### src/rtl/spi_master_mc.sv
// Multi-slave SPI master: {rw, cs_sel, addr, data} commands serialised MSB first
// with per-command CPOL/CPHA, a fixed SCLK divider and CS setup/hold/gap phases.
module spi_master_mc #(
   parameter int ADDR_WIDTH   = 3,
   parameter int DATA_WIDTH   = 8,
   parameter int CS_NUM       = 4,
   parameter int CS_SEL_WIDTH = 2,
   parameter int CLK_DIV      = 10,
   parameter int CMD_WIDTH    = 1 + CS_SEL_WIDTH + ADDR_WIDTH + DATA_WIDTH
) (
   input  logic                  clk,
   input  logic                  rst_n,
   input  logic                  cmd_valid,
   output logic                  cmd_ready,
   input  logic [CMD_WIDTH-1:0]  cmd_data,
   input  logic                  cpol,
   input  logic                  cpha,
   output logic                  read_valid,
   output logic [DATA_WIDTH-1:0] read_data,
   output logic                  cmd_err,
   output logic                  busy,
   output logic                  sclk,
   output logic [CS_NUM-1:0]     cs_n,
   output logic                  mosi,
   input  logic                  miso
);
   localparam int H   = CLK_DIV / 2;
   localparam int N   = 1 + ADDR_WIDTH + DATA_WIDTH;
   localparam int CW  = $clog2(CLK_DIV);
   localparam int BW  = $clog2(N + 1);
   localparam int SW1 = CS_SEL_WIDTH + 1;
   localparam logic [CW-1:0]  CNT_H_M1  = CW'(H - 1);
   localparam logic [CW-1:0]  CNT_2H_M1 = CW'(2 * H - 1);
   localparam logic [CW-1:0]  CNT_H     = CW'(H);
   localparam logic [BW-1:0]  BIT_LAST  = BW'(N - 1);
   localparam logic [BW-1:0]  BIT_DATA0 = BW'(1 + ADDR_WIDTH);
   localparam logic [SW1-1:0] CS_LIMIT  = SW1'(CS_NUM);

   typedef enum logic [2:0] {S_IDLE, S_SETUP, S_SHIFT, S_HOLD, S_GAP} state_t;

   state_t                  state_q, state_d;
   logic [CW-1:0]           cnt_q, cnt_d;
   logic [BW-1:0]           bit_q, bit_d;
   logic [N-1:0]            tx_q, tx_d;
   logic [DATA_WIDTH-1:0]   rx_q, rx_d;
   logic                    rw_q, rw_d;
   logic [CS_SEL_WIDTH-1:0] sel_q, sel_d;
   logic                    cpol_q, cpol_d, cpha_q, cpha_d;
   logic                    cmd_ready_q, cmd_ready_d, read_valid_q, read_valid_d;
   logic [DATA_WIDTH-1:0]   read_data_q, read_data_d;
   logic                    cmd_err_q, cmd_err_d, busy_q, busy_d;
   logic                    sclk_q, sclk_d, mosi_q, mosi_d;
   logic [CS_NUM-1:0]       cs_n_q, cs_n_d;

   logic                    in_rw;
   logic [CS_SEL_WIDTH-1:0] in_sel;
   logic [ADDR_WIDTH-1:0]   in_addr;
   logic [DATA_WIDTH-1:0]   in_data;

   assign in_rw   = cmd_data[CMD_WIDTH-1];
   assign in_sel  = cmd_data[CMD_WIDTH-2 -: CS_SEL_WIDTH];
   assign in_addr = cmd_data[DATA_WIDTH +: ADDR_WIDTH];
   assign in_data = cmd_data[DATA_WIDTH-1:0];

   always_comb begin
      state_d      = state_q;
      cnt_d        = cnt_q;
      bit_d        = bit_q;
      tx_d         = tx_q;
      rx_d         = rx_q;
      rw_d         = rw_q;
      sel_d        = sel_q;
      cpol_d       = cpol_q;
      cpha_d       = cpha_q;
      read_valid_d = 1'b0;
      read_data_d  = read_data_q;
      cmd_err_d    = 1'b0;
      case (state_q)
         S_IDLE: begin
            if (cmd_valid && cmd_ready_q) begin
               if ({1'b0, in_sel} >= CS_LIMIT) begin
                  cmd_err_d = 1'b1;
               end else begin
                  state_d = S_SETUP;
                  cnt_d   = '0;
                  bit_d   = '0;
                  rw_d    = in_rw;
                  sel_d   = in_sel;
                  cpol_d  = cpol;
                  cpha_d  = cpha;
                  // Reads shift zeros out during the data phase.
                  tx_d    = {in_rw, in_addr, in_rw ? in_data : {DATA_WIDTH{1'b0}}};
               end
            end
         end
         S_SETUP: begin
            if (cnt_q == CNT_H_M1) begin
               state_d = S_SHIFT;
               cnt_d   = '0;
            end else begin
               cnt_d = cnt_q + 1'b1;
            end
         end
         S_SHIFT: begin
            if (cnt_q == CNT_H_M1 && !rw_q && bit_q >= BIT_DATA0)
               rx_d = {rx_q[DATA_WIDTH-2:0], miso};
            if (cnt_q == CNT_2H_M1) begin
               cnt_d = '0;
               if (bit_q == BIT_LAST) begin
                  state_d = S_HOLD;
               end else begin
                  bit_d = bit_q + 1'b1;
                  tx_d  = {tx_q[N-2:0], 1'b0};
               end
            end else begin
               cnt_d = cnt_q + 1'b1;
            end
         end
         S_HOLD: begin
            if (cnt_q == CNT_H_M1) begin
               state_d = S_GAP;
               cnt_d   = '0;
               if (!rw_q) begin
                  read_valid_d = 1'b1;
                  read_data_d  = rx_q;
               end
            end else begin
               cnt_d = cnt_q + 1'b1;
            end
         end
         S_GAP: begin
            if (cnt_q == CNT_H_M1) begin
               state_d = S_IDLE;
               cnt_d   = '0;
            end else begin
               cnt_d = cnt_q + 1'b1;
            end
         end
         default: state_d = S_IDLE;
      endcase

      // Outputs are registered images of the next state.
      busy_d      = (state_d != S_IDLE);
      cmd_ready_d = (state_d == S_IDLE) && !cmd_err_d;
      cs_n_d      = '1;
      sclk_d      = cpol_d;
      mosi_d      = 1'b0;
      if (state_d == S_IDLE)
         sclk_d = cpol;
      if (state_d == S_SETUP || state_d == S_SHIFT || state_d == S_HOLD)
         for (int i = 0; i < CS_NUM; i++)
            cs_n_d[i] = (sel_d != CS_SEL_WIDTH'(i));
      if (state_d == S_SETUP || state_d == S_SHIFT)
         mosi_d = tx_d[N-1];
      if (state_d == S_SHIFT)
         sclk_d = cpol_d ^ cpha_d ^ (cnt_d >= CNT_H);
   end

   always_ff @(posedge clk or negedge rst_n) begin
      if (!rst_n) begin
         state_q      <= S_IDLE;
         cnt_q        <= '0;
         bit_q        <= '0;
         tx_q         <= '0;
         rx_q         <= '0;
         rw_q         <= 1'b0;
         sel_q        <= '0;
         cpol_q       <= 1'b0;
         cpha_q       <= 1'b0;
         cmd_ready_q  <= 1'b0;
         read_valid_q <= 1'b0;
         read_data_q  <= '0;
         cmd_err_q    <= 1'b0;
         busy_q       <= 1'b0;
         sclk_q       <= 1'b0;
         mosi_q       <= 1'b0;
         cs_n_q       <= '1;
      end else begin
         state_q      <= state_d;
         cnt_q        <= cnt_d;
         bit_q        <= bit_d;
         tx_q         <= tx_d;
         rx_q         <= rx_d;
         rw_q         <= rw_d;
         sel_q        <= sel_d;
         cpol_q       <= cpol_d;
         cpha_q       <= cpha_d;
         cmd_ready_q  <= cmd_ready_d;
         read_valid_q <= read_valid_d;
         read_data_q  <= read_data_d;
         cmd_err_q    <= cmd_err_d;
         busy_q       <= busy_d;
         sclk_q       <= sclk_d;
         mosi_q       <= mosi_d;
         cs_n_q       <= cs_n_d;
      end
   end

   assign cmd_ready  = cmd_ready_q;
   assign read_valid = read_valid_q;
   assign read_data  = read_data_q;
   assign cmd_err    = cmd_err_q;
   assign busy       = busy_q;
   assign sclk       = sclk_q;
   assign cs_n       = cs_n_q;
   assign mosi       = mosi_q;
endmodule

### config.mk
export PLATFORM = sky130hd
export DESIGN_NAME = spi_master_mc
export DESIGN_NICKNAME = d
export VERILOG_FILES = /design/src/rtl/spi_master_mc.sv
export SDC_FILE = /design/constraint.sdc
export NUM_CORES = 1
export LEC_CHECK = 0
export ABC_AREA = 1
export BUFFER_PORTS_ARGS = -buffer_cell sky130_fd_sc_hd__buf_2
export CAP_MARGIN = 40
export CORE_MARGIN = 3
export CORE_UTILIZATION = 35
export CTS_CLUSTER_SIZE = 40
export DETAILED_ROUTE_END_ITERATION = 10
export PLACE_DENSITY = 0.57
export SKIP_CTS_REPAIR_TIMING = 1
export SYNTH_ARGS = -nofsm -noshare
export SYNTH_HDL_FRONTEND = slang
export SYNTH_SLANG_ARGS = --single-unit
### constraint.sdc
create_clock -name clk -period 1.62 [get_ports clk]
set_input_delay 0.243 -clock clk [delete_from_list [all_inputs] [get_ports clk]]
set_output_delay 0.243 -clock clk [all_outputs]
set_load 0.01 [all_outputs]
==> flow_summary.json, run 1 <==
{
  "final-max-slew-violation-count": 0,
  "powerDensity_mw_per_mm2": 838.6,
  "synthDistinctLibCells": 33,
  "start_util_pct": 37.42,
  "dieHeight_um": 90.03,
  "ant_nets": 0,
  "area_growth_syn_to_layout_pct": 31.34,
  "skew_ps": 7.596,
  "syn-num-nets": 300,
  "clk_latency_ps": 310,
  "cp.required_ps": 1810,
  "hold_ws_ps": 165.5,
  "synth_top_flop_cell": "dfrtp_1",
  "ys_ff_latch": 53,
  "worst_setup_path_end_kind": "flip-flop",
  "die_w_um": 90.03,
  "leakage_nw": 1.622,
  "outcome": "finished with violations",
  "clockBufferDepth": 2,
  "ir_drop_mv": 0.4246,
  "post_drt_wl_per_cell_um": 11.64,
  "vias": 1979,
  "place_hpwl_um": 3664,
  "seq_area_frac_synth_pct": 53.87,
  "gp_congestion": 0.8336,
  "cp-start-kind": "flip-flop",
  "worstSetupPathType": "reg2reg",
  "cts_buffers": 5,
  "first_pass_iters": 4,
  "async_reset_ff_share_pct": 100.0,
  "coreArea_mm2": 0.006604,
  "synth_edf_count": 0,
  "setup_violations": 3,
  "first_iter_violations": 109,
  "wirelength_um": 5134,
  "drive_gt1_share_pct": 37.07,
  "die-area_mm2": 0.008105,
  "row_count": 29,
  "min_period_ps": 1651,
  "path_max_fanout": 8,
  "worstPathArrival_ps": 1840,
  "cts_sinks": 53,
  "fmaxAchievable_ghz": 0.6058,
  "drc_errors": 0,
  "vias_per_cell": 4.488,
  "syn_inst": 276,
  "final_nets": 371,
  "cp_slowest_cell": "dfrtp_1",
  "grt_overflow": 0,
  "hold_viol": 0,
  "gr-usage-all-layers_pct": 12.81,
  "rsz0062_at_grt": "true",
  "fin_ws_ps": -30.66,
  "drv_cap": 0,
  "violations": "setup timing",
  "path_buf_inv": 1,
  "ys_warn_count": 0,
  "grt_antenna_before_repair": 0,
  "max_stage_delay_ps": 400,
  "syn_area_mm2": 0.002471,
  "ios": 38,
  "cts_tree": "built",
  "portBuffers": 36,
  "cp_cell_sequence": "inv_2, ha_1, nand3b_1, o21ai_2, nand3_4, nor3_1, nor3b_2",
  "grt_pass1_vias": 1964,
  "grt_first_pass_wirelength_um": 8673,
  "stdcell_area_mm2": 0.003246,
  "cpLargestDelayFamily": "simple AND/OR/NAND/NOR gates",
  "cts-root-buf": "clkbuf_8",
  "hold_path_class": "in2reg",
  "grt_max_degree": 37,
  "timing.final.crit_share_pct": 101.9,
  "syn_area_per_cell_um2": 8.953,
  "htree_levels": 2,
  "dpl_cell_area_mm2": 0.002975,
  "diodes": 0,
  "clkTransAtPathRegs_ps": 100
}
synthesized netlist by cell type, types with 2 or more instances:
cell | instances | share of area [%]
a21oi_1 | 8 | 1.6
a22oi_1 | 10 | 3.0
buf_2 | 4 | 0.81
buf_4 | 2 | 0.61
dfrtp_1 | 49 | 50
dfstp_2 | 4 | 4.3
ha_1 | 4 | 2.0
inv_1 | 29 | 4.4
inv_2 | 7 | 1.1
nand2_1 | 77 | 12
nand3_1 | 13 | 2.6
nand3_2 | 5 | 2.0
nand3b_1 | 2 | 0.61
nor2_1 | 12 | 1.8
nor2_2 | 4 | 1.0
nor2_4 | 2 | 0.91
nor3_1 | 2 | 0.41
o21ai_0 | 4 | 0.81
o21ai_1 | 19 | 3.8
o21ai_2 | 4 | 1.4
or2_1 | 2 | 0.51
xor2_1 | 2 | 0.71
cell families after synthesis:
kind of cell | count (synthesis) | synth area share, %
buffers and inverters | 43 | 7.139
flip-flops | 53 | 53.87
AO/OA/AOI/OAI | 49 | 12.30
other | 1 | 0.1518
AND/OR/NAND/NOR | 124 | 23.80
adder cells (fa/ha/maj) | 4 | 2.025
XOR/XNOR | 2 | 0.7090
layout by cell type (no fill, tap or decap), types with 2 or more instances in the layout:
cell | netlist | routed
dfrtp_1 | 49 | 48
ha_1 | 4 | 2
buf_12 | 0 | 2
dfstp_2 | 4 | 4
buf_2 | 4 | 36
nand2_1 | 77 | 76
or2_1 | 2 | 2
nor2_1 | 12 | 9
nor2_4 | 2 | 2
xor2_1 | 2 | 2
buf_6 | 0 | 8
a21oi_1 | 8 | 8
clkbuf_8 | 0 | 5
o21ai_1 | 19 | 17
o21ai_0 | 4 | 3
o21ai_2 | 4 | 7
a22oi_2 | 0 | 4
a22oi_1 | 10 | 6
buf_4 | 2 | 23
inv_2 | 7 | 12
inv_1 | 29 | 24
nand3_2 | 5 | 3
nand2_2 | 1 | 2
nor2_2 | 4 | 7
nand3_4 | 1 | 3
nand3b_1 | 2 | 2
nand3_1 | 13 | 13
worst paths after layout:
kind | start | endpoint | slack (ps) | depth (start not counted)
worst max-delay path | cnt_q[1] | bit_q[3] | -30 | 7
worst min-delay path | cmd_data[7] | tx_q[7] | 170 | 3
worst max register to register | cnt_q[1] | bit_q[3] | -30 | 7
worst min register to register | tx_q[10] | tx_q[10] | 480 | 2
max in group asynchronous | rst_n | bit_q[0] | 690 | 3
min in group asynchronous | rst_n | sel_q[1] | 400 | 2
final cells by class:
class	instances	area, µm²
repair buffers	70	493.0
multi-input cells	180	1051
clock buffers	6	72.57
flip-flops and latches	53	1333
fillers	660	3358
well taps	93	116.4
inverters	37	141.4
clock inverters	2	38.79
registers in the layout, indices dropped and copies added (netlist names):
| signal | cells |
|---|---|
| rw_q | 1 |
| state_q | 3 |
| cpol_q | 1 |
| sclk | 1 |
| rx_q | 8 |
| cs_n | 4 |
| cmd_ready | 1 |
| mosi | 1 |
| cnt_q | 4 |
| tx_q | 12 |
| busy | 1 |
| cpha_q | 1 |
| bit_q | 4 |
| read_data | 8 |
| read_valid | 1 |
| sel_q | 2 |
stage by stage:
step / power, mW / util [%] / setup TNS [ps] / instances / setup slack, ps
2_1_floorplan: 1.626 / - / 0 / 276 / 62.18
3_3_place_gp: 1.790 / 45.05 / -251.5 / 428 / -30.03
3_5_place_dp: 1.795 / 45.05 / -107.3 / 428 / -53.60
4_1_cts: 2.711 / 46.74 / -336.2 / 436 / -86.27
5_1_grt: 2.859 / 49.15 / -2242 / 441 / -159.4
6_report: 2.722 / 49.15 / -86.05 / 441 / -30.66
report_power, final:
group,switching [mW],total (mW),internal [mW]
Combinational,0.205,0.383,0.178
Sequential,0.0363,1.43,1.39
Clock,0.443,0.910,0.467
Total,0.684,2.72,2.04
worst min-delay path, delay by kind of cell:
family                 cells  cell delay [ps]
buffers and inverters      1               90
AO/OA/AOI/OAI              1               70
AND/OR/NAND/NOR            1               50
metal layers:
metal  wire [µm]  GRT usage [%]  share of wire, %
met4          76          4.337               1.5
met5           0              0                 0
met2        2351          20.60                46
met1        2501          17.00                49
met3         205          3.005               4.0
Power figures use the tool's default switching activity.
==> run 2, diff against run 1 <==
BUFFER_PORTS_ARGS = -buffer_cell sky130_fd_sc_hd__buf_4   (was -buffer_cell sky130_fd_sc_hd__buf_2)
==> run 2 against run 1 <==
Compared with the run above:
- the run still ends with setup timing left
- die area is the same
- cell area grew 5.4%
- core utilization grew 2.6 points
- clock skew grew 1.4 ps
- sequential power is essentially flat
- count of clock-buffer cells in the layout shrank 1
- non-clock buffer count grew 6
- global-route usage grew 0.44 points
- via count grew 4.2%
- final cell count grew 1.4%
- combinational power grew 5.2%
- critical path type unchanged
==> flow_summary.json, run 2 (same netlist as run 1, synthesis figures left out) <==
{
  "cts_buffers": 5,
  "hold_ws_ps": 157.0,
  "violations": "setup timing",
  "coreArea_mm2": 0.006604,
  "gr-usage-all-layers_pct": 13.25,
  "worst_setup_path_end_kind": "flip-flop",
  "grt_max_degree": 54,
  "final_nets": 377,
  "first_iter_violations": 103,
  "min_period_ps": 1717,
  "drive_gt1_share_pct": 41.53,
  "grt_first_pass_wirelength_um": 8866,
  "rr_endpoint": "sclk",
  "cp.required_ps": 1870,
  "clockBufferDepth": 2,
  "leakage_nw": 1.683,
  "fmaxAchievable_ghz": 0.5825,
  "path_max_fanout": 3,
  "outcome": "finished with violations",
  "first_pass_iters": 4,
  "max_flop_register": "tx_q",
  "cts-root-buf": "clkbuf_8",
  "cp-start-kind": "flip-flop",
  "grt_busiest_layer": "met2",
  "min_from": "cmd_data[0]",
  "wirelength_um": 5372,
  "final-max-slew-violation-count": 0,
  "skew_ps": 8.979,
  "setup_violations": 19,
  "portBuffers": 36,
  "drv_cap": 0,
  "ir_drop_mv": 0.5377,
  "row_count": 29,
  "final_cell_mix": "66 x nand2_1, 62 x buf_4, 47 x dfrtp_1",
  "hold_viol": 0,
  "cts_tree": "built",
  "cts_sinks": 53,
  "grt_overflow": 0,
  "grtUsageMet3_pct": 2.838,
  "worstPathArrival_ps": 1970,
  "vias": 2063,
  "fin_ws_ps": -96.73,
  "worstSetupPathType": "reg2reg",
  "layout_commonest_cell": "nand2_1",
  "die-area_mm2": 0.008105,
  "grt_pass1_vias": 1919,
  "place_hpwl_um": 3674,
  "nFillCells": 637,
  "min_to": "tx_q[0]",
  "powerDensity_mw_per_mm2": 756.1,
  "dieHeight_um": 90.03,
  "die_w_um": 90.03,
  "start_util_pct": 37.42,
  "grtUsageMet2_pct": 20.78,
  "gp_congestion": 0.8922,
  "hold_path_class": "in2reg",
  "area_growth_syn_to_layout_pct": 38.38,
  "largest_register_ffs": 12,
  "clkTransAtPathRegs_ps": 100,
  "drc_errors": 0,
  "grtUsageMet1_pct": 18.31,
  "rsz0062_at_grt": "true",
  "diodes": 0,
  "clk_latency_ps": 300,
  "ios": 38,
  "timing.final.crit_share_pct": 106.0,
  "holdPathStages": 2,
  "grt_antenna_before_repair": 0,
  "ff2ff_path_depth": 13,
  "setup_tns_ps": -357.8,
  "max_slew_margin_pct": 56.40,
  "ant_nets": 0,
  "tightest_slew_ps": 654.0,
  "vias_per_cell": 4.615,
  "timing.rr.start": "cnt_q[1]",
  "timing.reg2reg.setup_slack_ps": -100,
  "post_drt_wl_per_cell_um": 12.02,
  "htree_levels": 2,
  "crit_path_start": "cnt_q[1]"
}
-- run 2: cell types whose count changed in the layout (fill, tap and decap cells not counted), sizes merged --
| cell | previous run | this run |
|---|---|---|
| clkbuf | 6 | 5 |
| clkinv | 0 | 1 |
| buf | 69 | 75 |
| clkinvlp | 0 | 1 |
| bufinv | 1 | 0 |
-- run 2: cell type report --
cell class                 count  area (µm²)  share of cell area, %
multi-input combinational    180        1114                  32.57
clock inverter                 3       21.27                 0.6220
tap                           93       116.4                  3.403
inverter                      37       141.4                  4.135
sequential                    53        1334                  39.00
clock buffer                   5       68.82                  2.012
timing repair buffer          76       624.3                  18.26
-- run 2: layer usage --
metal | wire (µm) | vias to the layer above | part of all wire, %
li1 | - | 1040 | -
met4 | 68 | 0 | 1.3
met2 | 2615 | 39 | 49
met5 | 0 | - | 0
met3 | 199 | 7 | 3.7
met1 | 2488 | 977 | 46
-- run 2: worst max-delay path by stage --
stage,to
floorplan,sclk
global placement,sclk
detailed placement,sclk
CTS,sclk
global route,sclk
finish,sclk
-- run 2: worst max-delay path, stage by stage, from the launching register on --
cell and delay (ps):
dfrtp_1 400, inv_2 110, ha_4 130, nand3b_1 170, buf_4 200, nand3_2 70
nand2_2 50, nor2_2 120, nand2_1 60, nand2_1 80, nand2_1 60, nand2_1 60
nand3_1 80, nand2_1 70
-- run 2: metrics by stage --
step | cells | area [µm²] | power (mW) | setup WS (ps) | utilization [%]
after floorplan | 276 | 2471 | 1.626 | 62.18 | -
after global placement | 427 | 3045 | 1.801 | -54.59 | 46.12
after detailed placement | 427 | 3045 | 1.806 | -53.05 | 46.12
after CTS | 435 | 3136 | 2.575 | -82.87 | 47.48
after global routing | 447 | 3420 | 2.732 | -240.2 | 51.78
final | 447 | 3420 | 2.585 | -96.73 | 51.78
-- run 2: power breakdown --
group          switching [mW]  leakage [nW]  internal, mW
Clock                   0.445        0.0445         0.308
Sequential             0.0369         0.682          1.39
Combinational           0.210         0.957         0.193
==> run 3, diff against run 2 <==
BUFFER_PORTS_ARGS = not set   (was -buffer_cell sky130_fd_sc_hd__buf_4)
CORE_MARGIN = 2   (was 3)
DONT_BUFFER_PORTS = 1   (was not set)
PLACE_DENSITY = not set   (was 0.57)
==> run 3 against run 2 <==
Compared with the run above:
- the flow still finishes with violations (setup timing)
- critical path depth is 1 higher
- first-iteration DRC count rose by 31%
- cell area fell by 8.1%
- clock power is 2% lower
- highest routed layer unchanged
- fmax is 0.73% higher
- core utilization shrank 5.8 points
- sequential cell count unchanged
- count of clock-buffer cells in the layout is 2 higher
- global-route usage increased by 0.33 points
==> flow_summary.json, run 3 (same netlist as run 1, synthesis figures left out) <==
{
  "first_pass_iters": 4,
  "multi_input_area_mm2": 0.001101,
  "grt_max_degree": 54,
  "ir_drop_mv": 0.4429,
  "timing.final.crit_share_pct": 105.2,
  "timing.rr.start": "cnt_q[1]",
  "leakage_nw": 1.521,
  "powerDensity_mw_per_mm2": 808.6,
  "fmaxAchievable_ghz": 0.5868,
  "row_count": 30,
  "worstSetupPathType": "reg2reg",
  "layout_commonest_cell": "nand2_1",
  "grt_pass1_vias": 1823,
  "final_nets": 339,
  "vias": 1870,
  "cts_tree": "built",
  "gr-usage-all-layers_pct": 13.59,
  "final-max-slew-violation-count": 0,
  "swShare_pct": 25.33,
  "p_int_mw": 1.898,
  "place_hpwl_um": 3510,
  "die_w_um": 88.03,
  "ios": 38,
  "grtUsageMet1_pct": 17.71,
  "cts_buffers": 5,
  "crit_path_start": "cnt_q[1]",
  "grt_overflow": 0,
  "clkTransAtPathRegs_ps": 90,
  "final_cell_mix": "63 x nand2_1, 48 x dfrtp_1, 30 x buf_4",
  "ff2ff_path_depth": 14,
  "holdPathStages": 2,
  "largest_register_ffs": 12,
  "setup_tns_ps": -112.2,
  "post_drt_wl_per_cell_um": 12.30,
  "gp_congestion": 0.7914,
  "wirelength_um": 5057,
  "rsz0062_at_grt": "true",
  "regArea_mm2": 0.001333,
  "clockBufferDepth": 2,
  "outcome": "finished with violations",
  "portBuffers": 0,
  "max_flop_register": "tx_q",
  "worst_setup_path_end_kind": "flip-flop",
  "htree_levels": 2,
  "drive_gt1_share_pct": 33.65,
  "dpl_worst_slack_ps": -148.5,
  "start_util_pct": 36.17,
  "drv_cap": 0,
  "hold_path_class": "in2reg",
  "cp-start-kind": "flip-flop",
  "p_comb_share_pct": 14.4,
  "grtUsageMet2_pct": 22.25,
  "violations": "setup timing",
  "hold_viol": 0,
  "setup_violations": 9,
  "worstPathArrival_ps": 1900,
  "vias_per_cell": 4.550,
  "cts_sinks": 53,
  "grt_busiest_layer": "met2",
  "path_max_fanout": 6,
  "skew_ps": 3.682,
  "grt_antenna_before_repair": 0,
  "first_iter_violations": 135,
  "coreArea_mm2": 0.006832,
  "min_period_ps": 1704,
  "clk_latency_ps": 300,
  "nFillCells": 666,
  "cp.required_ps": 1820,
  "clkPwrFrac_pct": 29.0,
  "min_from": "cpha",
  "die-area_mm2": 0.007748,
  "dieHeight_um": 88.03,
  "diodes": 0,
  "ant_nets": 0,
  "cts-root-buf": "clkbuf_8",
  "fin_ws_ps": -84.27,
  "area_growth_syn_to_layout_pct": 27.19,
  "grtUsageMet3_pct": 3.393,
  "grt_first_pass_wirelength_um": 8266,
  "p_sw_mw": 0.6438,
  "drc_errors": 0,
  "seq_power_share_pct": 56.6
}
-- run 3: changes by cell type in the layout (fill, tap and decap cells not counted), moves of 2 or more --
cell and delta:
buf_4 -32, buf_6 -8, nand2_2 +4, nand2_1 -3
o21ai_1 +3, o21ai_2 -3, inv_1 +2, inv_2 -2
nand3_2 -2, nor2_1 -2, nor2_2 +2
-- run 3: final timing paths --
check                                 to  slack (ps)
worst max-delay path                sclk         -80
worst min-delay path              cpha_q          70
worst max register to register      sclk         -80
worst min register to register  tx_q[10]         490
max in group asynchronous        cs_n[2]         870
min in group asynchronous       bit_q[1]         470
-- run 3: critical path, cell delays in order, from the launching register on --
cell and delay (ps):
dfrtp_1 400, inv_2 70, buf_6 100, ha_4 140, nand2_4 60, nor2_4 180
nor2_1 70, nand2_1 60, nand2_1 60, nor2_2 110, nand2_1 90, nand2_2 70
nand3_2 50, nand3_1 90, nand2_1 50
-- run 3: power by group through the flow --
stage	logic (mW)	clock network (mW)	registers (mW)
floorplan	0.174	0	1.45
global placement	0.261	0	1.46
detailed placement	0.267	0	1.46
CTS	0.268	0.778	1.44
global route	0.410	0.816	1.45
finish	0.365	0.738	1.44
-- run 3: area by class of cell --
cell class | count | share of cell area, %
sequential | 53 | 42.40
multi-input combinational | 180 | 35.03
timing repair buffer | 38 | 11.50
inverter | 37 | 4.498
tap | 96 | 3.822
clock buffer | 7 | 2.747
-- run 3: through the flow --
stage / cells / cell area (µm²) / total power [mW] / hold WS (ps) / utilization, %
2_1_floorplan: 276 / 2471 / 1.626 / -52.59 / -
3_3_place_gp: 395 / 2799 / 1.721 / -51.38 / 40.97
3_5_place_dp: 395 / 2799 / 1.728 / -51.57 / 40.97
4_1_cts: 402 / 2885 / 2.481 / -389.5 / 42.23
5_1_grt: 411 / 3143 / 2.674 / 60.79 / 46.01
6_report: 411 / 3143 / 2.541 / 72.31 / 46.01
-- run 3: metal layers --
layer / vias up / wire, µm / share of wire [%]
li1: 964 / - / -
met1: 875 / 2341 / 46
met2: 26 / 2488 / 49
met3: 5 / 150 / 3.0
met4: 0 / 76 / 1.5
met5: - / 0 / 0
